--- config.mk ---
export PLATFORM = sky130hd
export DESIGN_NAME = hazard_ctrl
export DESIGN_NICKNAME = d
export VERILOG_FILES = /design/src/rtl/hazard_ctrl.sv
export SDC_FILE = /design/constraint.sdc
export NUM_CORES = 1
export LEC_CHECK = 0
export ABC_AREA = 1
export CAP_MARGIN = 20
export CORE_MARGIN = 3
export CORE_UTILIZATION = 31
export CTS_BUF_LIST = sky130_fd_sc_hd__clkbuf_4 sky130_fd_sc_hd__clkbuf_8
export DETAILED_ROUTE_END_ITERATION = 6
export PLACE_DENSITY = 0.62
export SYNTH_ARGS = -nofsm -noshare
export SYNTH_HDL_FRONTEND = slang
export SYNTH_SLANG_ARGS = --single-unit
--- constraint.sdc ---
create_clock -name clk -period 1.71 [get_ports clk]
set_clock_uncertainty 0.05 [all_clocks]
set_input_delay 0.171 -clock clk [delete_from_list [all_inputs] [get_ports clk]]
set_output_delay 0.171 -clock clk [all_outputs]
set_load 0.01 [all_outputs]
--- src/rtl/hazard_ctrl.sv ---
// ============================================================================
// Module   : hazard_ctrl
// Brief    : Pipeline interlock and forwarding scheduler (scoreboard, branch
//            hold FSM, MULT/DIV occupancy counter).
// Revision : 1.0 - initial release
// ============================================================================
`default_nettype none

module hazard_ctrl #(
    parameter int BR_STALL_CYCLES = 3,
    parameter int MD_LATENCY      = 4
) (
    input  logic       clk,
    input  logic       resetn,
    input  logic       de_valid,
    input  logic [4:0] de_rs,
    input  logic       de_rs_used,
    input  logic [4:0] de_rt,
    input  logic       de_rt_used,
    input  logic [4:0] de_dst,
    input  logic       de_wen,
    input  logic       de_is_load,
    input  logic       de_is_branch,
    input  logic       de_is_md,
    input  logic       de_uses_hilo,
    output logic [1:0] fwd_rs_sel,
    output logic [1:0] fwd_rt_sel,
    output logic       stall,
    output logic       md_busy
);

    localparam logic [2:0] c_br_init = 3'(BR_STALL_CYCLES - 1);
    localparam logic [3:0] c_md_lat  = 4'(MD_LATENCY);

    typedef enum logic [0:0] {
        BR_IDLE = 1'b0,
        BR_HOLD = 1'b1
    } br_state_t;

    br_state_t  r_br_state;
    logic [2:0] r_br_cnt;
    logic [3:0] r_md_cnt;

    logic       r_exe_v, r_exe_load, r_mem_v, r_wb_v;
    logic [4:0] r_exe_dst, r_mem_dst, r_wb_dst;

    logic [2:0] w_rs_lk, w_rt_lk;
    logic       w_load_use, w_br_hold, w_md_hold, w_issue;

    // Returns {load_hit, sel}; a load in EXE cannot be forwarded yet.
    function automatic logic [2:0] fwd_lookup(
        input logic       used,
        input logic [4:0] src,
        input logic       ev,
        input logic [4:0] ed,
        input logic       el,
        input logic       mv,
        input logic [4:0] md,
        input logic       wv,
        input logic [4:0] wd
    );
        fwd_lookup = 3'b000;
        if (used && src != 5'd0) begin
            if (ev && ed == src)
                fwd_lookup = el ? 3'b100 : 3'b001;
            else if (mv && md == src)
                fwd_lookup = 3'b010;
            else if (wv && wd == src)
                fwd_lookup = 3'b011;
        end
    endfunction

    always_comb begin
        w_rs_lk = fwd_lookup(de_rs_used, de_rs, r_exe_v, r_exe_dst, r_exe_load,
                             r_mem_v, r_mem_dst, r_wb_v, r_wb_dst);
        w_rt_lk = fwd_lookup(de_rt_used, de_rt, r_exe_v, r_exe_dst, r_exe_load,
                             r_mem_v, r_mem_dst, r_wb_v, r_wb_dst);
    end

    assign fwd_rs_sel = w_rs_lk[1:0];
    assign fwd_rt_sel = w_rt_lk[1:0];
    assign w_load_use = w_rs_lk[2] | w_rt_lk[2];
    assign w_br_hold  = (r_br_state == BR_HOLD);
    assign md_busy    = (r_md_cnt != 4'd0);
    assign w_md_hold  = md_busy & (de_is_md | de_uses_hilo);
    assign stall      = de_valid & (w_load_use | w_br_hold | w_md_hold);
    assign w_issue    = de_valid & ~stall;

    always_ff @(posedge clk) begin
        if (!resetn) begin
            r_exe_v    <= 1'b0;
            r_exe_dst  <= 5'd0;
            r_exe_load <= 1'b0;
            r_mem_v    <= 1'b0;
            r_mem_dst  <= 5'd0;
            r_wb_v     <= 1'b0;
            r_wb_dst   <= 5'd0;
            r_br_state <= BR_IDLE;
            r_br_cnt   <= 3'd0;
            r_md_cnt   <= 4'd0;
        end else begin
            // A stalled decode becomes a bubble in EXE
            r_exe_v    <= w_issue & de_wen;
            r_exe_dst  <= de_dst;
            r_exe_load <= w_issue & de_is_load;
            r_mem_v    <= r_exe_v;
            r_mem_dst  <= r_exe_dst;
            r_wb_v     <= r_mem_v;
            r_wb_dst   <= r_mem_dst;

            case (r_br_state)
                BR_IDLE: begin
                    if (w_issue && de_is_branch) begin
                        r_br_state <= BR_HOLD;
                        r_br_cnt   <= c_br_init;
                    end
                end
                BR_HOLD: begin
                    if (r_br_cnt == 3'd0)
                        r_br_state <= BR_IDLE;
                    else
                        r_br_cnt <= r_br_cnt - 3'd1;
                end
                default: r_br_state <= BR_IDLE;
            endcase

            if (w_issue && de_is_md)
                r_md_cnt <= c_md_lat;
            else if (r_md_cnt != 4'd0)
                r_md_cnt <= r_md_cnt - 4'd1;
        end
    end

endmodule

`default_nettype wire

==> summary.md, run 1 <==
| Metric | Value |
|---|---|
| Run status | complete, but fails checks |
| Failing checks | negative setup slack |
| Crit Path Class | reg2out |
| Tcrit/Tclk final | 1.118 |
| Chip width | 76.95 um |
| Global-route wire length before repair | 6541 um |
| Pre-CTS setup slack | -0.7005 ns |
| Critical Path Max Stage Delay | 0.34 ns |
| Design Area, Final | 2420 sq um |
| CP max stage cell | dfxtp_2 |
| Clock latency on the worst-skew pair | 0.27 ns |
| Post-synth top area share | 0.3464 |
| Routed wire length | 4040 um |
| Final Setup Violations | 7 |
| Critical Path Stages | 7 |
| Top cells by count, synth | nand2_1 (54), inv_1 (50), dfxtp_1 (27) |
| Antenna Nets Post-Route | 0 |
| Critical Path RT | 1.49 ns |
| H-Tree Level Count | 1 |
| Distinct cells, synth | 35 |
| Worst slew margin | 0.7852 |
| Max Slew Vio Count | 0 |
| Initial DRT Pass Iterations | 4 |
| RSZ-0062 raised after global routing | true |
| Power Density | 840.3 nW/um^2 |
| Routed via count | 1622 |
| Worst slew pin tran | 0.3222 ns |
| Ports | 31 |
| Worst-path clk slew | 0.09 ns |
| Syn nets | 258 |
| Synth area leaders | dfxtp_1 (35%), nand2_1 (13%), inv_1 (12%) |
| Min Tclk post-route | 1.911 ns |
| Via density per instance | 4.396 |
| Startpoint Class | flop |
| Post-synth top flop | dfxtp_1 |
| DR iter-0 viols | 67 |
| Hold buffers post-CTS | 0 |
| Fraction of layout cells with a size suffix above 1 | 0.3609 |
| Worst reg-to-reg path cell count | 11 |
| CP delay by family, top | simple AND/OR/NAND/NOR gates |
| CP startpoint | r_wb_dst[2]$_SDFF_PN0_ |
| GRT overflow | 0 |
| Site Rows | 25 |
| Largest net degree at the start of global routing | 24 |
| Post-DP HPWL | 3044 um |
| Hold path cells | 3 |
| WP buf/inv | 3 |
| Max rail drop VDD | 738.9 uV |
| Initial core utilization | 0.3260 |
| Placed instance area | 2198 sq um |
| Post-synth ARST share | 0 |
| Vias in the first global route | 1407 |
| WP data arrival | 1.69 ns |
| Max-Cap Viols | 0 |
| Num Clock Sinks | 27 |
| Initial antenna violation count | 0 |
| Ant. Diodes | 0 |
| Num CTS Buffers | 3 |
| WL per Instance | 10.95 um |
| Post-synth EDFFs | 0 |
| P&R area growth vs syn | 55.09% |
| Fin nets | 331 |
| Synthesis Warnings | 0 |
| FF-to-FF End | r_md_cnt[3]$_SDFFE_PP0P_ |
| CP cell instances | buf_6 -> xor2_4 -> nor4_4 -> buf_4 -> a21oi_2 -> nor3b_1 -> buf_2 |
| DR DRC count | 0 |
| Core Region | 4786 sq um |
| CTS tree | done |
| #FFs+latches synth | 27 |
| Synth Instances | 230 |
| Clk root buf | clkbuf_8 |
| Final WS setup | -0.2011 ns |
| HP Class | in2reg |
| Clock Path Buffers | 2 |
| Flop-to-flop setup slack | -0.01 ns |
| I/O Buffers | 30 |
| Core Util, Final | 0.5056 |
| CP max FO | 2 |
| DIE AREA | 5921 sq um |
| Netlist Area Pre-Place | 1560 sq um |
| Crit path capture type | primary output |
| Final hold violation count | 0 |
| Synth area leader | dfxtp_1 |
| Max Fclk | 523.3 MHz |
| RePlAce Congestion | 1.020 |
| Count leader, synth | nand2_1 |
| Syn Area/Cell | 6.784 sq um |
| Hold path endpoint | r_exe_dst[0]$_SDFF_PN0_ |
| Register area share after synthesis | 0.3464 |
| GR Util All Layers | 0.1360 |
| Leak | 0.001219 uW |
| Hold Crit Start | de_dst[0] |
| Die H | 76.95 um |
| Worst R2R Start | r_exe_dst[3]$_SDFF_PN0_ |
area by class of cell:
| type | count | area [sq um] |
|---|---|---|
| Timing Repair Buffer | 70 | 584.3 |
| Clock inverter | 1 | 5.005 |
| Fill cell | 480 | 2366 |
| Sequential cell | 27 | 559.3 |
| Multi-Input combinational cell | 144 | 929.6 |
| Inverter | 57 | 216.5 |
| Tap cell | 67 | 83.83 |
| Clock buffer | 3 | 41.29 |
per-layer routing:
| metal | part of all wire | up-vias | wire, um | global-route usage |
|---|---|---|---|---|
| li1 | - | 854 | - | - |
| met1 | 0.47 | 718 | 1909 | 0.1832 |
| met2 | 0.46 | 43 | 1860 | 0.2152 |
| met3 | 0.048 | 7 | 194 | 0.01643 |
| met4 | 0.019 | 0 | 76 | 0.06341 |
| met5 | 0 | - | 0 | 0 |
kinds of logic after synthesis:
logic type,count (synthesis),share of synthesized area
AOI/OAI and AO/OA,34,0.1371
xor gates and xnor gates,8,0.04491
adders and majority gates,3,0.02406
buffers and inverters,59,0.1427
DFF,27,0.3464
and+or+nand+nor,99,0.3047
through the flow:
| stage | power, uW | TNS, ns | hold slack, ns | cells |
|---|---|---|---|---|
| 4_1_cts | 1983 | -0.8062 | 0.3622 | 366 |
| 3_5_place_dp | 1617 | -6.700 | 0.3728 | 360 |
| 5_1_grt | 2197 | -1.420 | 0.3672 | 369 |
| 2_1_floorplan | 1190 | 0 | 0.2186 | 230 |
| 3_3_place_gp | 1608 | -6.639 | 0.3643 | 360 |
| 6_report | 2033 | -0.6018 | 0.3599 | 369 |
power breakdown:
group,switching (uW),total [uW],internal [uW]
sequential,54.3,755,701
combinational,447,927,480
clock,188,351,163
total,689,2030,1340
how the worst max path moves through the flow:
stage / endpoint
6_report: fwd_rt_sel[0]
5_1_grt: fwd_rt_sel[0]
4_1_cts: fwd_rt_sel[0]
2_1_floorplan: r_br_cnt[2]$_SDFFE_PN0P_
3_5_place_dp: fwd_rt_sel[0]
3_3_place_gp: fwd_rt_sel[0]
worst min-delay path, cell delays in order:
cell and delay, ns:
clkdlybuf4s50_1 0.39, nand2_1 0.06, inv_1 0.03
timing repair:
action,CTS,global route
pin swaps,6,12
setup buffers,3,3
resized for setup,47,39
endpoints found under the setup margin,15,16
placed cells by master, fill, tap and decap left out, types with 2 or more instances in the layout:
master	Yosys	routed
a211oi_2	0	2
a21oi_1	11	6
a21oi_2	2	7
buf_2	1	4
buf_4	0	35
buf_6	0	6
clkbuf_8	0	3
clkdlybuf4s50_1	0	14
dfxtp_1	27	16
dfxtp_2	0	9
dfxtp_4	0	2
dlygate4sd2_1	0	9
ha_1	3	3
inv_1	50	46
inv_2	6	9
nand2_1	54	50
nand2_2	4	8
nand3_1	6	6
nand3_2	5	4
nand4_1	4	4
nor2_1	16	14
nor2_2	1	2
nor2_4	1	2
nor4_4	0	2
o21ai_0	6	4
o21ai_1	1	2
o21ai_4	1	3
o22ai_1	7	7
xor2_1	7	6
state kept, by name (all words and copies together), names as in the netlist:
signal and flops:
r_br_cnt 3, r_br_state 1, r_md_cnt 4, r_wb_v 1, r_wb_dst 5, r_exe_dst 5
r_mem_v 1, r_exe_v 1, r_mem_dst 5, r_exe_load 1
(Power assumes the default switching activity.)
==> run 2: changes to the inputs <==
--- a/config.mk
+++ b/config.mk
@@ -7,9 +7,9 @@
 export LEC_CHECK = 0
 export ABC_AREA = 1
 export CAP_MARGIN = 20
-export CORE_MARGIN = 3
 export CORE_UTILIZATION = 31
 export CTS_BUF_LIST = sky130_fd_sc_hd__clkbuf_4 sky130_fd_sc_hd__clkbuf_8
+export CTS_CLUSTER_DIAMETER = 30
 export DETAILED_ROUTE_END_ITERATION = 6
 export PLACE_DENSITY = 0.62
 export SYNTH_ARGS = -nofsm -noshare
==> run 2 against run 1 <==
Against the previous run: the run still ends with negative setup slack left; sequential cell count unchanged; core utilization increased by 0.71 points; fmax increased by 3.0%; sequential share of layout area decreased by 0.37 points; clock power decreased by 1%; die area decreased by 10%; critical path depth increased by 1; highest routed layer unchanged; total power decreased by 2.2%; count of clock-buffer cells in the layout unchanged.
==> summary.md, run 2 (same netlist as run 1, synthesis figures left out) <==
| Metric | Value |
|---|---|
| Num CTS Buffers | 3 (unchanged) |
| Routed wire length | 4005 um (was 4040 um) |
| Die H | 72.95 um (was 76.95 um) |
| Commonest non-fill, non-tap cell in the layout | nand2_1 (unchanged) |
| Max Slew Vio Count | 0 (unchanged) |
| GR Layer Usage met3 | 0.02072 (was 0.01643) |
| Fillers | 473 (was 480) |
| Fin nets | 335 (was 331) |
| Leak | 0.001240 uW (was 0.001219 uW) |
| DR iter-0 viols | 78 (was 67) |
| Tcrit/Tclk final | 1.085 (was 1.118) |
| Min Tclk post-route | 1.855 ns (was 1.911 ns) |
| RePlAce Congestion | 1.024 (was 1.020) |
| Initial antenna violation count | 0 (unchanged) |
| H-Tree Level Count | 1 (unchanged) |
| Num Clock Sinks | 27 (unchanged) |
| Worst Setup EP | fwd_rt_sel[0] (unchanged) |
| Clock Path Buffers | 2 (unchanged) |
| Fraction of layout cells with a size suffix above 1 | 0.4020 (was 0.3609) |
| HP Class | in2reg (unchanged) |
| Clk root buf | clkbuf_8 (unchanged) |
| Vias in the first global route | 1511 (was 1407) |
| Worst reg-to-reg path cell count | 13 (was 11) |
| Chip width | 72.95 um (was 76.95 um) |
| P&R area growth vs syn | 57.26% (was 55.09%) |
| Gr busiest metal | met2 (unchanged) |
| I/O Buffers | 30 (unchanged) |
| CP max FO | 4 (was 2) |
| Pint | 1318 uW (was 1344 uW) |
| Crit Path Class | reg2out (unchanged) |
| Antenna Nets Post-Route | 0 (unchanged) |
| Largest net degree at the start of global routing | 24 (unchanged) |
| Clock network power share | 0.174 (was 0.173) |
| Failing checks | negative setup slack (unchanged) |
| Top Registers | r_exe_dst (5), r_mem_dst (5), r_wb_dst (5) (unchanged) |
| DR DRC count | 0 (unchanged) |
| Grt met1 use | 0.2053 (was 0.1832) |
| FF-to-FF End | r_md_cnt[0]$_SDFFE_PP0P_ (was r_md_cnt[3]$_SDFFE_PP0P_) |
| Initial DRT Pass Iterations | 4 (unchanged) |
| Worst R2R Start | r_exe_dst[1]$_SDFF_PN0_ (was r_exe_dst[3]$_SDFF_PN0_) |
| Max rail drop VDD | 661.5 uV (was 738.9 uV) |
| Startpoint Class | flop (unchanged) |
| Via density per instance | 4.402 (was 4.396) |
| Final WS setup | -0.1451 ns (was -0.2011 ns) |
| Worst-path clk slew | 0.09 ns (about the same) |
| Initial core utilization | 0.3260 (unchanged) |
| Hold_ws | 0.3665 ns (was 0.3599 ns) |
| Combinational power share | 0.447 (was 0.456) |
| Max-Cap Viols | 0 (unchanged) |
| Switching Fraction | 0.3374 (was 0.3390) |
| Final Setup Violations | 5 (was 7) |
| Setup TNS | -0.4981 ns (was -0.6018 ns) |
| GR Util All Layers | 0.1603 (was 0.1360) |
| Final hold violation count | 0 (unchanged) |
| Most frequent cells in the layout | nand2_1 (47), inv_1 (43), buf_4 (41) (was nand2_1 (50), inv_1 (46), buf_4 (35)) |
| Worst slew pin tran | 0.3017 ns (was 0.3222 ns) |
| Ant. Diodes | 0 (unchanged) |
| GRT overflow | 0 (unchanged) |
| Max Fclk | 539.0 MHz (was 523.3 MHz) |
| Sw power | 670.9 uW (was 689.4 uW) |
| Site Rows | 25 (unchanged) |
| CP startpoint | r_exe_dst[4]$_SDFF_PN0_ (was r_wb_dst[2]$_SDFF_PN0_) |
| CTS tree | done (unchanged) |
| Flop-to-flop setup slack | 0.10 ns (was -0.01 ns) |
| WP data arrival | 1.63 ns (was 1.69 ns) |
| RSZ-0062 raised after global routing | true (unchanged) |
| WL per Instance | 10.74 um (was 10.95 um) |
| Critical Path RT | 1.49 ns (about the same) |
| Power Density | 810.4 nW/um^2 (was 840.3 nW/um^2) |
| Post-DP HPWL | 3060 um (was 3044 um) |
| Crit path capture type | primary output (unchanged) |
| Worst slew margin | 0.7989 (was 0.7852) |
| GR met2 Demand/Resource | 0.2793 (was 0.2152) |
| Global-route wire length before repair | 6617 um (was 6541 um) |
| Clock latency on the worst-skew pair | 0.27 ns (about the same) |
| Ports | 31 (unchanged) |
| Routed via count | 1642 (was 1622) |
| Reg power frac | 0.379 (was 0.371) |
| Core Region | 4786 sq um (unchanged) |
| Run status | complete, but fails checks (unchanged) |
| DIE AREA | 5321 sq um (was 5921 sq um) |
-- run 2: changes by cell type in the layout (fill, tap and decap cells not counted), moves of 3 or more --
cell	before	now
inv_1	46	43
o21ai_2	0	3
nand2_1	50	47
buf_4	35	41
buf_6	6	3
inv_2	9	12
-- run 2: critical path: stages, from the launching register on --
cell	delay (ns)
dfxtp_2	0.38
nand2_1	0.06
nand2_1	0.11
nand2_2	0.08
nor4_4	0.25
buf_4	0.16
nand2_1	0.05
nor3b_2	0.15
buf_2	0.13
-- run 2: area by class of cell --
cell class | instances | area [sq um] | share of cell area
clock buffer | 3 | 41.29 | 0.01683
clock inverter | 1 | 5.005 | 0.002040
inverter | 57 | 216.5 | 0.08822
multi-input combinational | 144 | 948.4 | 0.3865
sequential | 27 | 558.0 | 0.2274
tap | 67 | 83.83 | 0.03417
timing repair buffer | 74 | 600.6 | 0.2448
-- run 2: power groups by stage --
stage | registers (uW) | logic (uW) | clock network (uW)
final | 753 | 890 | 346
after global placement | 758 | 828 | 0
after global routing | 763 | 992 | 389
after CTS | 752 | 874 | 368
after detailed placement | 760 | 840 | 0
after floorplan | 748 | 442 | 0
-- run 2: metal layers --
| metal | vias up | share of wire |
|---|---|---|
| met1 | 738 | 0.46 |
| met4 | 0 | 0.0047 |
| met5 | - | 0 |
| met3 | 2 | 0.033 |
| li1 | 870 | - |
| met2 | 32 | 0.50 |
-- run 2: per-stage QoR --
stage	cells	power [uW]	util	cell area [sq um]	worst slack [ns]
2_1_floorplan	230	1190	-	1560	0.2089
3_3_place_gp	362	1586	0.4625	2213	-0.7175
3_5_place_dp	362	1600	0.4625	2213	-0.6964
4_1_cts	372	1994	0.4905	2347	-0.2211
5_1_grt	373	2144	0.5127	2454	-0.2590
6_report	373	1988	0.5127	2454	-0.1451
-- run 2: worst min path at each step --
stage / endpoint / startpoint / slack [ns] / depth (start not counted)
floorplan: r_exe_dst[0]$_SDFF_PN0_ / de_dst[0] / 0.22 / 2
global placement: r_wb_v$_SDFF_PN0_ / r_mem_v$_SDFF_PN0_ / 0.37 / 2
detailed placement: r_wb_v$_SDFF_PN0_ / r_mem_v$_SDFF_PN0_ / 0.37 / 2
CTS: r_exe_dst[0]$_SDFF_PN0_ / de_dst[0] / 0.36 / 3
global route: r_exe_v$_SDFF_PN0_ / de_wen / 0.38 / 3
finish: r_exe_dst[0]$_SDFF_PN0_ / de_dst[0] / 0.37 / 3
-- run 2: repair_timing --
item	CTS	global route
hold buffers	0	0
pin swaps	14	12
endpoints found under the setup margin	15	10
buffers inserted	7	2
gates resized for setup	65	29
==> run 3: changes to the inputs <==
--- a/config.mk
+++ b/config.mk
@@ -7,11 +7,11 @@
 export LEC_CHECK = 0
 export ABC_AREA = 1
 export CAP_MARGIN = 20
-export CORE_UTILIZATION = 31
+export CORE_UTILIZATION = 25
 export CTS_BUF_LIST = sky130_fd_sc_hd__clkbuf_4 sky130_fd_sc_hd__clkbuf_8
 export CTS_CLUSTER_DIAMETER = 30
 export DETAILED_ROUTE_END_ITERATION = 6
-export PLACE_DENSITY = 0.62
+export PLACE_DENSITY = 0.54
 export SYNTH_ARGS = -nofsm -noshare
 export SYNTH_HDL_FRONTEND = slang
 export SYNTH_SLANG_ARGS = --single-unit
==> run 3 against run 2 <==
Against the previous run: the run still ends with negative setup slack left; clock power is 3% higher; worst setup slack lost 0.039 ns; sequential power about the same; sequential cell count did not move; core utilization is 12 points lower; first-iteration DRC count decreased by 45%.
==> summary.md, run 3 (same netlist as run 1, synthesis figures left out) <==
| Metric | Value |
|---|---|
| Max-Cap Viols | 0 (unchanged) |
| Vias in the first global route | 1579 (was 1511) |
| Max Slew Vio Count | 0 (unchanged) |
| Site Rows | 28 (was 25) |
| Min Tclk post-route | 1.894 ns (was 1.855 ns) |
| Clock Path Buffers | 2 (unchanged) |
| Leak | 0.001183 uW (was 0.001240 uW) |
| Hold_ws | 0.3640 ns (was 0.3665 ns) |
| Num Clock Sinks | 27 (unchanged) |
| Clk root buf | clkbuf_8 (unchanged) |
| Die H | 81 um (was 72.95 um) |
| Crit path capture type | primary output (unchanged) |
| Critical Path Max Stage Delay | 0.37 ns (was 0.38 ns) |
| Max rail drop VDD | 706.2 uV (was 661.5 uV) |
| Top Registers | r_exe_dst (5), r_mem_dst (5), r_wb_dst (5) (unchanged) |
| DR iter-0 viols | 43 (was 78) |
| Placed insts | 366 (was 362) |
| Core Region | 5956 sq um (was 4786 sq um) |
| I/O Buffers | 30 (unchanged) |
| Antenna Nets Post-Route | 0 (unchanged) |
| Via density per instance | 4.265 (was 4.402) |
| Crit Path Class | reg2out (unchanged) |
| Final hold violation count | 0 (unchanged) |
| Run status | complete, but fails checks (unchanged) |
| CP max stage cell | dfxtp_2 (unchanged) |
| Routed wire length | 4196 um (was 4005 um) |
| Failing checks | negative setup slack (unchanged) |
| WP data arrival | 1.67 ns (was 1.63 ns) |
| Critical Path Most Common Cell | nand2_1 (unchanged) |
| Switching Fraction | 0.3371 (was 0.3374) |
| H-Tree Level Count | 1 (unchanged) |
| Fraction of layout cells with a size suffix above 1 | 0.3322 (was 0.4020) |
| DIE AREA | 6561 sq um (was 5321 sq um) |
| Largest net degree at the start of global routing | 18 (was 24) |
| RSZ-0062 raised after global routing | true (unchanged) |
| Chip width | 81 um (was 72.95 um) |
| Tcrit/Tclk final | 1.108 (was 1.085) |
| Ports | 31 (unchanged) |
| Global-route wire length before repair | 6817 um (was 6617 um) |
| Sw power | 663.7 uW (was 670.9 uW) |
| Final Setup Violations | 3 (was 5) |
| Startpoint Class | flop (unchanged) |
| DR DRC count | 0 (unchanged) |
| Max Fclk | 528.0 MHz (was 539.0 MHz) |
| HP Class | in2reg (unchanged) |
| P&R area growth vs syn | 49.16% (was 57.26%) |
| Setup TNS | -0.3759 ns (was -0.4981 ns) |
| Final WS setup | -0.1840 ns (was -0.1451 ns) |
| Initial DRT Pass Iterations | 4 (unchanged) |
| Power Density | 846.1 nW/um^2 (was 810.4 nW/um^2) |
| CTS tree | done (unchanged) |
| Critical Path RT | 1.49 ns (about the same) |
| Initial core utilization | 0.2620 (was 0.3260) |
| Fin nets | 327 (was 335) |
| Reg power frac | 0.383 (was 0.379) |
| Fin cells | 373 (unchanged) |
| Commonest non-fill, non-tap cell in the layout | nand2_1 (unchanged) |
| CP max FO | 4 (unchanged) |
| GRT overflow | 0 (unchanged) |
| RePlAce Congestion | 0.8869 (was 1.024) |
| Num CTS Buffers | 3 (unchanged) |
| GR Util All Layers | 0.1363 (was 0.1603) |
| Pint | 1305 uW (was 1318 uW) |
| Most frequent cells in the layout | nand2_1 (52), inv_1 (45), buf_4 (33) (was nand2_1 (47), inv_1 (43), buf_4 (41)) |
| Post-DP HPWL | 3254 um (was 3060 um) |
| Clock latency on the worst-skew pair | 0.27 ns (about the same) |
| Clock network power share | 0.182 (was 0.174) |
| Worst slew margin | 0.7831 (was 0.7989) |
| Worst slew pin tran | 0.3244 ns (was 0.3017 ns) |
| WL per Instance | 11.25 um (was 10.74 um) |
| Initial antenna violation count | 0 (unchanged) |
| Ant. Diodes | 0 (unchanged) |
| CP cell instances | inv_1 -> nand2_1 -> o21ai_2 -> nor4_4 -> buf_4 -> nand2_1 -> nor3b_1 -> buf_2 (was nand2_1 -> nand2_1 -> nand2_2 -> nor4_4 -> buf_4 -> nand2_1 -> nor3b_2 -> buf_2) |
| Worst-path clk slew | 0.09 ns (about the same) |
| Fillers | 645 (was 473) |
| Combinational power share | 0.435 (was 0.447) |
| Routed via count | 1591 (was 1642) |
==> run 3: changes by cell type in the layout (fill, tap and decap cells not counted), sizes merged <==
cell / before / now
clkinv: 2 / 1
inv: 56 / 57
buf: 49 / 41
==> run 3: timing repair <==
item,4_1_cts,5_1_grt
pin swaps,13,15
gates resized for setup,57,18
setup buffers,3,0
hold buffers,0,0
cloned,0,0
endpoints found under the setup margin,6,11
==> run 3: final timing paths <==
path | start | to | slack, ns | cells past startpoint
setup / recovery | r_exe_dst[1]$_SDFF_PN0_ | fwd_rt_sel[0] | -0.18 | 8
hold / removal | de_dst[4] | r_exe_dst[4]$_SDFF_PN0_ | 0.36 | 3
setup reg to reg | r_exe_dst[3]$_SDFF_PN0_ | r_md_cnt[0]$_SDFFE_PP0P_ | 0.13 | 13
hold reg to reg | r_mem_v$_SDFF_PN0_ | r_wb_v$_SDFF_PN0_ | 0.38 | 2
==> run 3: power groups by stage <==
| stage | Sequential (uW) | Combinational (uW) | Clock (uW) |
|---|---|---|---|
| 6_report | 754 | 857 | 358 |
| 5_1_grt | 761 | 952 | 413 |
| 4_1_cts | 753 | 844 | 382 |
| 3_5_place_dp | 761 | 828 | 0 |
| 3_3_place_gp | 760 | 828 | 0 |
| 2_1_floorplan | 748 | 442 | 0 |
==> run 3: metrics by stage <==
stage                       util  total power (uW)  worst slack (ns)  area, sq um
after floorplan                -              1190            0.2089         1560
after global placement    0.3683              1588           -0.7617         2193
after detailed placement  0.3683              1589           -0.7718         2193
after CTS                 0.3845              1978           -0.2721         2290
after global routing      0.3908              2127           -0.2796         2327
final                     0.3908              1969           -0.1840         2327
==> run 3: worst max-delay path: cells and delay by family, from the launching register on <==
| family | cells | cell delay [ns] |
|---|---|---|
| AOI/OAI and AO/OA | 1 | 0.08 |
| DFF | 1 | 0.37 |
| buffers and inverters | 3 | 0.37 |
| and+or+nand+nor | 4 | 0.58 |
==> run 3: area by class of cell <==
class | count | area [sq um] | share of cell area
Clock buffer | 3 | 41.29 | 0.01774
Clock inverter | 1 | 5.005 | 0.002151
Sequential cell | 27 | 556.8 | 0.2392
Multi-Input combinational cell | 144 | 875.8 | 0.3763
Tap cell | 75 | 93.84 | 0.04032
Inverter | 57 | 214.0 | 0.09194
Timing Repair Buffer | 66 | 540.5 | 0.2323
==> run 3: routing by layer <==
layer  vias up  GRT usage  routed length, um
met5         -          0                  0
met4         0    0.05893                115
met3        10    0.01573                149
met2        36     0.2462               2047
met1       695     0.1608               1884
li1        850          -                  -
